`src/rtl/tisc_pkg.sv`:
```
// Shared constants and state encoding for the TISC MEM stage.
// Widths here are the default build; top-level parameters may override.
package tisc_pkg;

  localparam int DATA_W     = 8;
  localparam int ADDR_W     = 8;
  localparam int REG_ADDR_W = 4;

  typedef enum logic {
    IDLE = 1'b0,
    BUSY = 1'b1
  } mem_state_t;

endpackage

```
`src/rtl/mem_timeout_ctr.sv`:
```
// Counts BUSY cycles without an ack; flags expiry at LIMIT.
// Only instantiated when MEM_TIMEOUT_EN is defined.
module mem_timeout_ctr #(
  parameter int LIMIT = 16
) (
  input  logic clk,
  input  logic rst_n,
  input  logic clear,
  input  logic inc,
  output logic expired
);

  localparam int CW = $clog2(LIMIT + 1);

  logic [CW-1:0] cnt_q, cnt_d;

  // clear dominates so the count restarts on every BUSY entry
  always_comb begin
    cnt_d = cnt_q;
    if (clear)
      cnt_d = '0;
    else if (inc && !expired)
      cnt_d = cnt_q + 1'b1;
  end

  // count register
  always_ff @(posedge clk or negedge rst_n) begin
    if (!rst_n) cnt_q <= '0;
    else        cnt_q <= cnt_d;
  end

  assign expired = (cnt_q == CW'(LIMIT));

endmodule

```
`src/rtl/mem_access_stage.sv`:
```
// MEM stage: ALU ops retire in 1 cycle, loads/stores run req/ack.
// Optional bus timeout abort under MEM_TIMEOUT_EN.
module mem_access_stage #(
  parameter int DATA_W         = tisc_pkg::DATA_W,
  parameter int ADDR_W         = tisc_pkg::ADDR_W,
  parameter int REG_ADDR_W     = tisc_pkg::REG_ADDR_W,
  parameter int TIMEOUT_CYCLES = 16
) (
  input  logic                  clk,
  input  logic                  rst_n,
  input  logic                  ivalid,
  input  logic [REG_ADDR_W-1:0] ireg_write_addr,
  input  logic                  ireg_write_en,
  input  logic                  imem_to_reg,
  input  logic                  imem_write_en,
  input  logic [DATA_W-1:0]     ialu_out,
  input  logic [ADDR_W-1:0]     idata_read_addr,
  input  logic [ADDR_W-1:0]     idata_write_addr,
  input  logic [DATA_W-1:0]     idata_write_data,
  input  logic [ADDR_W-1:0]     inextPC,
  output logic                  dmem_req,
  output logic                  dmem_we,
  output logic [ADDR_W-1:0]     dmem_addr,
  output logic [DATA_W-1:0]     dmem_wdata,
  input  logic                  dmem_ack,
  input  logic [DATA_W-1:0]     dmem_rdata,
  output logic                  stall,
  output logic                  ovalid,
  output logic [REG_ADDR_W-1:0] oreg_write_addr,
  output logic                  oreg_write_en,
  output logic [DATA_W-1:0]     owb_data,
  output logic [ADDR_W-1:0]     onextPC,
  output logic                  oerr
);

  import tisc_pkg::*;

  mem_state_t state_q, state_d;

  logic                  we_q, we_d;
  logic [ADDR_W-1:0]     addr_q, addr_d;
  logic [DATA_W-1:0]     wdata_q, wdata_d;
  logic [REG_ADDR_W-1:0] rd_q, rd_d;
  logic                  rd_en_q, rd_en_d;
  logic [ADDR_W-1:0]     pc_q, pc_d;

  logic                  ovalid_q, ovalid_d;
  logic [REG_ADDR_W-1:0] owa_q, owa_d;
  logic                  owe_q, owe_d;
  logic [DATA_W-1:0]     owb_q, owb_d;
  logic [ADDR_W-1:0]     opc_q, opc_d;
  logic                  oerr_q, oerr_d;

  logic mem_op;
  logic expired;
  logic stall_raw;
  logic req_raw;

  assign mem_op = ivalid & (imem_to_reg | imem_write_en);

`ifdef MEM_TIMEOUT_EN
  mem_timeout_ctr #(
    .LIMIT (TIMEOUT_CYCLES)
  ) u_tmo (
    .clk     (clk),
    .rst_n   (rst_n),
    .clear   (state_q == IDLE),
    .inc     ((state_q == BUSY) && !dmem_ack),
    .expired (expired)
  );
`else
  wire unused_tmo = (TIMEOUT_CYCLES != 0);
  assign expired = 1'b0;
`endif

  // next-state, bus latch and retire logic
  always_comb begin
    state_d   = state_q;
    we_d      = we_q;
    addr_d    = addr_q;
    wdata_d   = wdata_q;
    rd_d      = rd_q;
    rd_en_d   = rd_en_q;
    pc_d      = pc_q;
    ovalid_d  = 1'b0;
    owa_d     = owa_q;
    owe_d     = owe_q;
    owb_d     = owb_q;
    opc_d     = opc_q;
    oerr_d    = 1'b0;
    stall_raw = 1'b0;
    req_raw   = 1'b0;
    unique case (state_q)
      IDLE: begin
        if (mem_op) begin
          stall_raw = 1'b1;
          state_d   = BUSY;
          we_d      = imem_write_en;
          addr_d    = imem_write_en ? idata_write_addr
                                    : idata_read_addr;
          wdata_d   = imem_write_en ? idata_write_data
                                    : wdata_q;
          rd_d      = ireg_write_addr;
          rd_en_d   = ireg_write_en & ~imem_write_en;
          pc_d      = inextPC;
        end else if (ivalid) begin
          ovalid_d = 1'b1;
          owa_d    = ireg_write_addr;
          owe_d    = ireg_write_en;
          owb_d    = ialu_out;
          opc_d    = inextPC;
        end
      end
      BUSY: begin
        req_raw   = ~expired;
        stall_raw = ~dmem_ack & ~expired;
        if (dmem_ack) begin
          state_d  = IDLE;
          ovalid_d = 1'b1;
          owa_d    = rd_q;
          owe_d    = rd_en_q;
          owb_d    = we_q ? ialu_out : dmem_rdata;
          opc_d    = pc_q;
        end else if (expired) begin
          state_d  = IDLE;
          ovalid_d = 1'b1;
          oerr_d   = 1'b1;
          owa_d    = rd_q;
          owe_d    = 1'b0;
          opc_d    = pc_q;
        end
      end
      default: state_d = IDLE;
    endcase
  end

  // all stage state; reset clears every field
  always_ff @(posedge clk or negedge rst_n) begin
    if (!rst_n) begin
      state_q  <= IDLE;
      we_q     <= 1'b0;
      addr_q   <= '0;
      wdata_q  <= '0;
      rd_q     <= '0;
      rd_en_q  <= 1'b0;
      pc_q     <= '0;
      ovalid_q <= 1'b0;
      owa_q    <= '0;
      owe_q    <= 1'b0;
      owb_q    <= '0;
      opc_q    <= '0;
      oerr_q   <= 1'b0;
    end else begin
      state_q  <= state_d;
      we_q     <= we_d;
      addr_q   <= addr_d;
      wdata_q  <= wdata_d;
      rd_q     <= rd_d;
      rd_en_q  <= rd_en_d;
      pc_q     <= pc_d;
      ovalid_q <= ovalid_d;
      owa_q    <= owa_d;
      owe_q    <= owe_d;
      owb_q    <= owb_d;
      opc_q    <= opc_d;
      oerr_q   <= oerr_d;
    end
  end

  // stall is combinational from inputs, so gate it during reset
  assign stall           = stall_raw & rst_n;
  assign dmem_req        = req_raw;
  assign dmem_we         = we_q;
  assign dmem_addr       = addr_q;
  assign dmem_wdata      = wdata_q;
  assign ovalid          = ovalid_q;
  assign oreg_write_addr = owa_q;
  assign oreg_write_en   = owe_q;
  assign owb_data        = owb_q;
  assign onextPC         = opc_q;
  assign oerr            = oerr_q;

endmodule

```
`config.mk`:
```
export PLATFORM = sky130hd
export DESIGN_NAME = mem_access_stage
export DESIGN_NICKNAME = d
export VERILOG_FILES = /design/src/rtl/tisc_pkg.sv /design/src/rtl/mem_timeout_ctr.sv /design/src/rtl/mem_access_stage.sv
export SDC_FILE = /design/constraint.sdc
export NUM_CORES = 1
export LEC_CHECK = 0
export ABC_CLOCK_PERIOD_IN_PS = 3550
export CAP_MARGIN = 15
export CORE_MARGIN = 2
export CORE_UTILIZATION = 35
export CTS_CLUSTER_DIAMETER = 150
export DETAILED_ROUTE_END_ITERATION = 12
export PLACE_DENSITY = 0.68
export SYNTH_ARGS = -nofsm -noshare
export SYNTH_HDL_FRONTEND = slang
export SYNTH_HIERARCHICAL = 1
export SYNTH_SLANG_ARGS = --single-unit
```
`constraint.sdc`:
```
create_clock -name clk -period 3.55 [get_ports clk]
set_input_delay 0.71 -clock clk [delete_from_list [all_inputs] [get_ports clk]]
set_output_delay 0.71 -clock clk [all_outputs]
set_load 0.01 [all_outputs]
```
# Yosys cells after proc, flatten, opt, wreduce, memory -nomap -nowiden
# Cells that the tools add are included.
word_totals:
  register_bits: 53
  input_bits: 59
  out_inout_bits: 42
  wordCells: 52
op_classes:
  eq_ne: 3
  mux: 27
  bitwise: 7
  n_reduce_logical: 3
ops:
  columns: ["operator", "n"]
  rows:
  - ["8-bit 2-to-1 mux", 8]
  - ["8-bit one-hot mux with 2 select lines", 2]
  - ["4-bit 2-to-1 mux", 3]
  - ["1-bit 2-to-1 mux", 9]
  - ["1-bit one-hot mux with 2 select lines", 4]
  - ["4-bit one-hot mux with 2 select lines", 1]
  - ["2-bit inequality test, second input constant", 3]
  - ["3-bit AND reduction", 2]
  - ["1-bit AND", 3]
  - ["1-bit NOT", 3]
  - ["2-bit AND reduction", 1]
  - ["1-bit OR", 1]

# Logic depth before layout (Yosys ltp)
# Gate-level depths: netlist of the first run.
logic_depth:
  ltp_word: 5
  ltp_mapped: 5
  ltp_nobuf: 3

# Worst setup path before layout of the first run
# Ideal clock, no wire load.
synth_timing:
  path_type: "input-to-output"
  from: "input port imem_write_en"
  to: "output port stall"
  arrival_ns: 1.261
  slack_ns: 1.579
  path_stages: 3
  n_path_buf: 0
  path_cell_list: "nor2_2 > o22ai_1 > and2_1"
synth_between:
  elab_chain_len: 5
synth_lines:
  columns: ["element", "line_no", "source"]
  rows:
  - ["from (decl)", "mem_access_stage.sv:15", "input logic imem_write_en,"]
  - ["1-bit OR", "mem_access_stage.sv:59", "assign mem_op = ivalid & (imem_to_reg | imem_write_en);"]
  - ["1-bit AND", "mem_access_stage.sv:59", null]
  - ["1-bit 2-to-1 mux", "mem_access_stage.sv:95", "if (mem_op) begin"]
  - ["1-bit one-hot mux with 2 select lines", "mem_access_stage.sv:93", "unique case (state_q)"]
  - ["named net stall_raw", "mem_access_stage.sv:56", "logic stall_raw;"]
  - ["1-bit AND", "mem_access_stage.sv:171", "assign stall = stall_raw & rst_n;"]
  - ["to (decl)", "mem_access_stage.sv:27", "output logic stall,"]
# The timed path passes the listed nets, and every way through them passes these cells.

# Final worst setup path of the first run
# Same ends and word-level chain as after synthesis.

==> impl_metrics.tcl, run 1 <==
set metrics [dict create \
    cp_data_arrival_time_ns 2.27 \
    area_growth_pct 46.2 \
    post_drt_wl_per_cell_microns 14.6 \
    die_x_microns 87.4 \
    synth_top_area_share 0.545 \
    worstSkewPairLatency_ns 0.30 \
    cp-end-kind "output port" \
    vdd_drop_max_uv 315 \
    worst-setup-path-type "in -> out" \
    synth_common_cells "53 x dfrtp_1, 44 x mux2_2, 25 x mux2_1" \
    crit_fanout 6 \
    placed_area_sq_um 3470 \
    coreArea_sq_um 6760 \
    cts_resized 0 \
    crit_required_ns 2.84 \
    hp-class "reg -> reg" \
    setup_tns_ns 0 \
    yosys.area.top_type "dfrtp_1" \
    postCtsSetupBuffers 0 \
    diodes 0 \
    clockBufferDepth 2 \
    hpwlAfterDp_microns 3610 \
    dieArea_sq_um 7640 \
    reg2reg_depth 3 \
    ys_ff_latch 53 \
    ctsHoldBuffers 0 \
    timing.fmax_mhz 336 \
    ios 101 \
    grt_use_met2 0.228 \
    num_rows 30 \
    yosys.cell_count.top_type "dfrtp_1" \
    syn_avg_cell_area_sq_um 15.4 \
    drt_iter0_markers 36 \
    die_h_microns 87.4 \
    hold_slack_ns 0.490 \
    gp_congestion 0.671 \
    status "completed" \
    final_hold_viol_count 0 \
    use_met3 0.0351 \
    drt_pre_antenna_iters 3 \
    holdPathStages 1 \
    routed_wl_microns 4960 \
    worst_pin_slew_ns 0.793 \
    root_buffer "clkbuf_8" \
    io_buffers 99 \
    power_density_nw_per_um2 550 \
    yosys_warnings 6 \
    skew_ns 0.00570 \
    clock_sinks 53 \
    cts_tree "built" \
    h-tree-depth 2 \
    final_area_sq_um 3560 \
    grtUsageMet1 0.181 \
    synth.area.top_cells "dfrtp_1 54%, mux2_2 20%, mux2_1 12%" \
    netlist_instances 158 \
    detail-route-antenna-nets 0 \
    drive_gt1_frac 0.270 \
    initial_core_util 0.360 \
    power.leakage_nw 1.51 \
    clk_pin_slew_ns 0.09 \
    drv_slew 0 \
    grt.overflow.total 0 \
    post-route-period-util 0.839 \
    maxCapViolCount 0 \
    rsz0062_at_grt "false" \
    numCtsBuffers 5 \
    grt_max_degree 54 \
    num_vias 1590 \
    synth_top_flop_cell "dfrtp_1" \
    grt_usage 0.138 \
    viasPerCell 4.69 \
    synth_area_sq_um 2430 \
    fin_nets 318 \
    period_minus_slack_ns 2.98 \
    top_usage_layer "met2" \
    grt_pass1_wl_microns 8060 \
    crit_path_start_kind "primary input" \
    synth_edf_count 0 \
    fin_cells 339 \
    syn-num-nets 217 \
    yosysUniqueCellTypes 20 \
    grt_pass1_vias 1627 \
    setup_violations 0 \
    finalCoreUtilization 0.527 \
    async_flop_share 1.00 \
    dp_cells 332 \
    synth-seq-area-share 0.545 \
    slew_headroom 0.471 \
    drc 0 \
    antenna_found_initial 0 \
]
## worst max-delay path, cell delays in order
cell	delay [ns]
clkdlybuf4s50_1	0.43
nor2_2	0.29
o22ai_1	0.18
and2_1	0.18
clkdlybuf4s50_1	0.48
## power breakdown
part           internal, mW  total (mW)  switching (mW)
clock network         0.155       0.336           0.181
registers             0.783       0.875          0.0924
logic                 0.489       0.745           0.256
total                  1.43        1.96           0.529
## cell type report
type	count	area, sq um
Multi-Input combinational cell	93	1020
Clock buffer	7	86.3
Tap cell	80	100
Fill cell	616	3200
Timing Repair Buffer	103	1020
Sequential cell	53	1330
Inverter	3	11.3
## per-stage QoR
step	setup slack [ns]	total power, mW
6_report	0.570	1.96
5_1_grt	0.459	2.09
4_1_cts	0.543	2.00
3_5_place_dp	0.545	1.65
3_3_place_gp	0.578	1.63
2_1_floorplan	1.58	1.22
## state kept, by name (all words and copies together) (netlist names)
register,cells
owb_data,8
dmem_we,1
ovalid,1
state_q,1
oreg_write_addr,4
rd_en_q,1
dmem_wdata,8
oreg_write_en,1
dmem_addr,8
onextPC,8
rd_q,4
pc_q,8
## cell usage in the layout (no fill, tap or decap)
cell type	instances
clkdlybuf4s50_1	98
buf_2	1
and2_1	1
a22oi_4	1
nand2b_2	1
nor2_2	2
nor2b_4	1
mux2_2	44
conb_1	1
inv_2	1
nand2_1	3
mux2_4	8
buf_4	4
o41ai_1	1
o21ai_0	3
nand2b_4	1
clkbuf_1	1
o22ai_1	1
mux2_1	25
inv_1	2
clkbuf_8	6
dfrtp_1	53
## routing by layer
metal  vias up  wire, microns
li1        756              -
met1       779           2230
met2        51           2430
met3         4            268
met4         0             35
met5         -              0
## logic make-up (layout without fill, tap and decap cells)
| logic type | after synthesis | count (layout) | share of synthesized area |
|---|---|---|---|
| AOI/OAI and AO/OA | 6 | 6 | 0.0211 |
| buffers and inverters | 12 | 113 | 0.0365 |
| DFF | 53 | 53 | 0.545 |
| muxes | 77 | 77 | 0.369 |
| other | 1 | 1 | 0.00154 |
| and+or+nand+nor | 9 | 9 | 0.0272 |
## worst paths after layout
| kind | from | endpoint | slack [ns] |
|---|---|---|---|
| max in group asynchronous | rst_n | oreg_write_en | 2.56 |
| min in group asynchronous | rst_n | pc_q[7] | 0.53 |
| max reg2reg | state_q | owb_data[5] | 1.62 |
| max | imem_write_en | stall | 0.57 |
| min reg2reg | rd_q[0] | rd_q[0] | 0.49 |
| min | rd_q[0] | rd_q[0] | 0.49 |
No activity file was read; power rests on OpenSTA's default activity.
==> inputs of run 2 (changes only) <==
- ABC_CLOCK_PERIOD_IN_PS: 3550 -> 2570
- PLACE_DENSITY: 0.68 -> 0.7
- clock period: 3.55 -> 2.57 ns (I/O delays scaled with it)
==> run 2 against run 1 <==
Against the previous run:
- combinational power is 41% higher
- critical path depth stayed put
- register-to-register slack worse by 0.69 ns
- critical endpoint unchanged
- setup slack worse by 0.45 ns
- utilization is 1.2 points higher
==> impl_metrics.tcl, run 2 (same netlist as run 1, synthesis figures left out) <==
set metrics [dict create \
    post_drt_wl_per_cell_microns 14.5 \
    root_buffer "clkbuf_8" \
    cp_data_arrival_time_ns 1.93 \
    cts_tree "built" \
    worstSkewPairLatency_ns 0.30 \
    setup_tns_ns 0 \
    io_buffers 99 \
    dp_cells 337 \
    vdd_drop_max_uv 356 \
    die_h_microns 87.4 \
    diodes 0 \
    status "completed" \
    postCtsSetupBuffers 0 \
    finalCoreUtilization 0.539 \
    reg2reg_depth 5 \
    crit_path_start_kind "primary input" \
    routed_wl_microns 5010 \
    drt_pre_antenna_iters 4 \
    power_mw 2.83 \
    hpwlAfterDp_microns 3650 \
    numCtsBuffers 5 \
    clk_pin_slew_ns 0.09 \
    slew_headroom 0.555 \
    num_vias 1627 \
    skew_ns 0.00534 \
    cts_resized 0 \
    power.leakage_nw 1.55 \
    grt.overflow.total 0 \
    maxCapViolCount 0 \
    worst-setup-path-type "in -> out" \
    initial_core_util 0.360 \
    cp-end-kind "output port" \
    detail-route-antenna-nets 0 \
    viasPerCell 4.72 \
    nFillCells 619 \
    fin_cells 345 \
    drv_slew 0 \
    ios 101 \
    drive_gt1_frac 0.287 \
    worst_pin_slew_ns 0.667 \
    antenna_found_initial 0 \
    crit_required_ns 2.06 \
    dieArea_sq_um 7640 \
    num_rows 30 \
    clockBufferDepth 2 \
    coreArea_sq_um 6760 \
    drc 0 \
    hp-class "in -> async" \
    grt_max_degree 54 \
    rsz0062_at_grt "false" \
    mostFrequentLayoutCell "clkdlybuf4s50_1" \
    grt_pass1_vias 1647 \
    h-tree-depth 2 \
    crit_fanout 2 \
    ctsHoldBuffers 0 \
    power_density_nw_per_um2 778 \
    die_x_microns 87.4 \
    grt_usage 0.136 \
    post-route-period-util 0.953 \
    layout_common_cells "98 x clkdlybuf4s50_1, 53 x dfrtp_1, 44 x mux2_2" \
    clock_sinks 53 \
    fin_nets 323 \
    period_minus_slack_ns 2.45 \
    grt_pass1_wl_microns 7960 \
    setup_violations 0 \
    timing.fmax_mhz 408 \
    area_growth_pct 49.5 \
    drt_iter0_markers 27 \
    final_hold_viol_count 0 \
    gp_congestion 0.709 \
]
run 2: layout make-up:
type,count,area (sq um),area share
Tap cell,80,100,0.0275
Clock inverter,1,30.0,0.00825
Sequential cell,53,1330,0.365
Clock buffer,7,86.3,0.0237
Inverter,3,11.3,0.00309
Multi-Input combinational cell,93,1020,0.280
Timing Repair Buffer,108,1070,0.293
run 2: critical path: stages:
cell             delay (ns)
clkdlybuf4s50_1        0.49
nor2_2                 0.06
o22ai_1                0.17
and2_1                 0.15
clkdlybuf4s50_1        0.54
run 2: power breakdown:
part           total, mW  internal, mW  switching (mW)  leakage [nW]
Clock              0.580         0.318           0.262        0.0585
Combinational       1.05         0.690           0.364         0.869
Sequential          1.20          1.08           0.116         0.626
Total               2.83          2.09           0.742          1.55
run 2: final timing paths:
path,startpoint,endpoint,slack (ns)
setup / recovery,imem_write_en,stall,0.12
min in group clk,dmem_addr[1],dmem_addr[1],0.49
setup reg to reg,state_q,owb_data[7],0.93
hold / removal,rst_n,dmem_addr[7],0.37
hold reg to reg,dmem_addr[1],dmem_addr[1],0.49
max in group asynchronous,rst_n,owb_data[7],1.76
run 2: routing by layer:
metal / track usage / part of all wire / vias to the layer above
met3: 0.0379 / 0.059 / 5
met2: 0.230 / 0.49 / 52
li1: - / - / 766
met4: 0.0420 / 0.0086 / 0
met5: 0 / 0 / -
met1: 0.170 / 0.44 / 804
run 2: through the flow:
step	hold slack, ns	setup slack [ns]	instance area, sq um
2_1_floorplan	0.218	0.907	2430
5_1_grt	0.433	0.0398	3640
3_3_place_gp	0.461	0.104	3520
4_1_cts	0.391	0.101	3640
3_5_place_dp	0.472	0.101	3520
6_report	0.372	0.121	3640
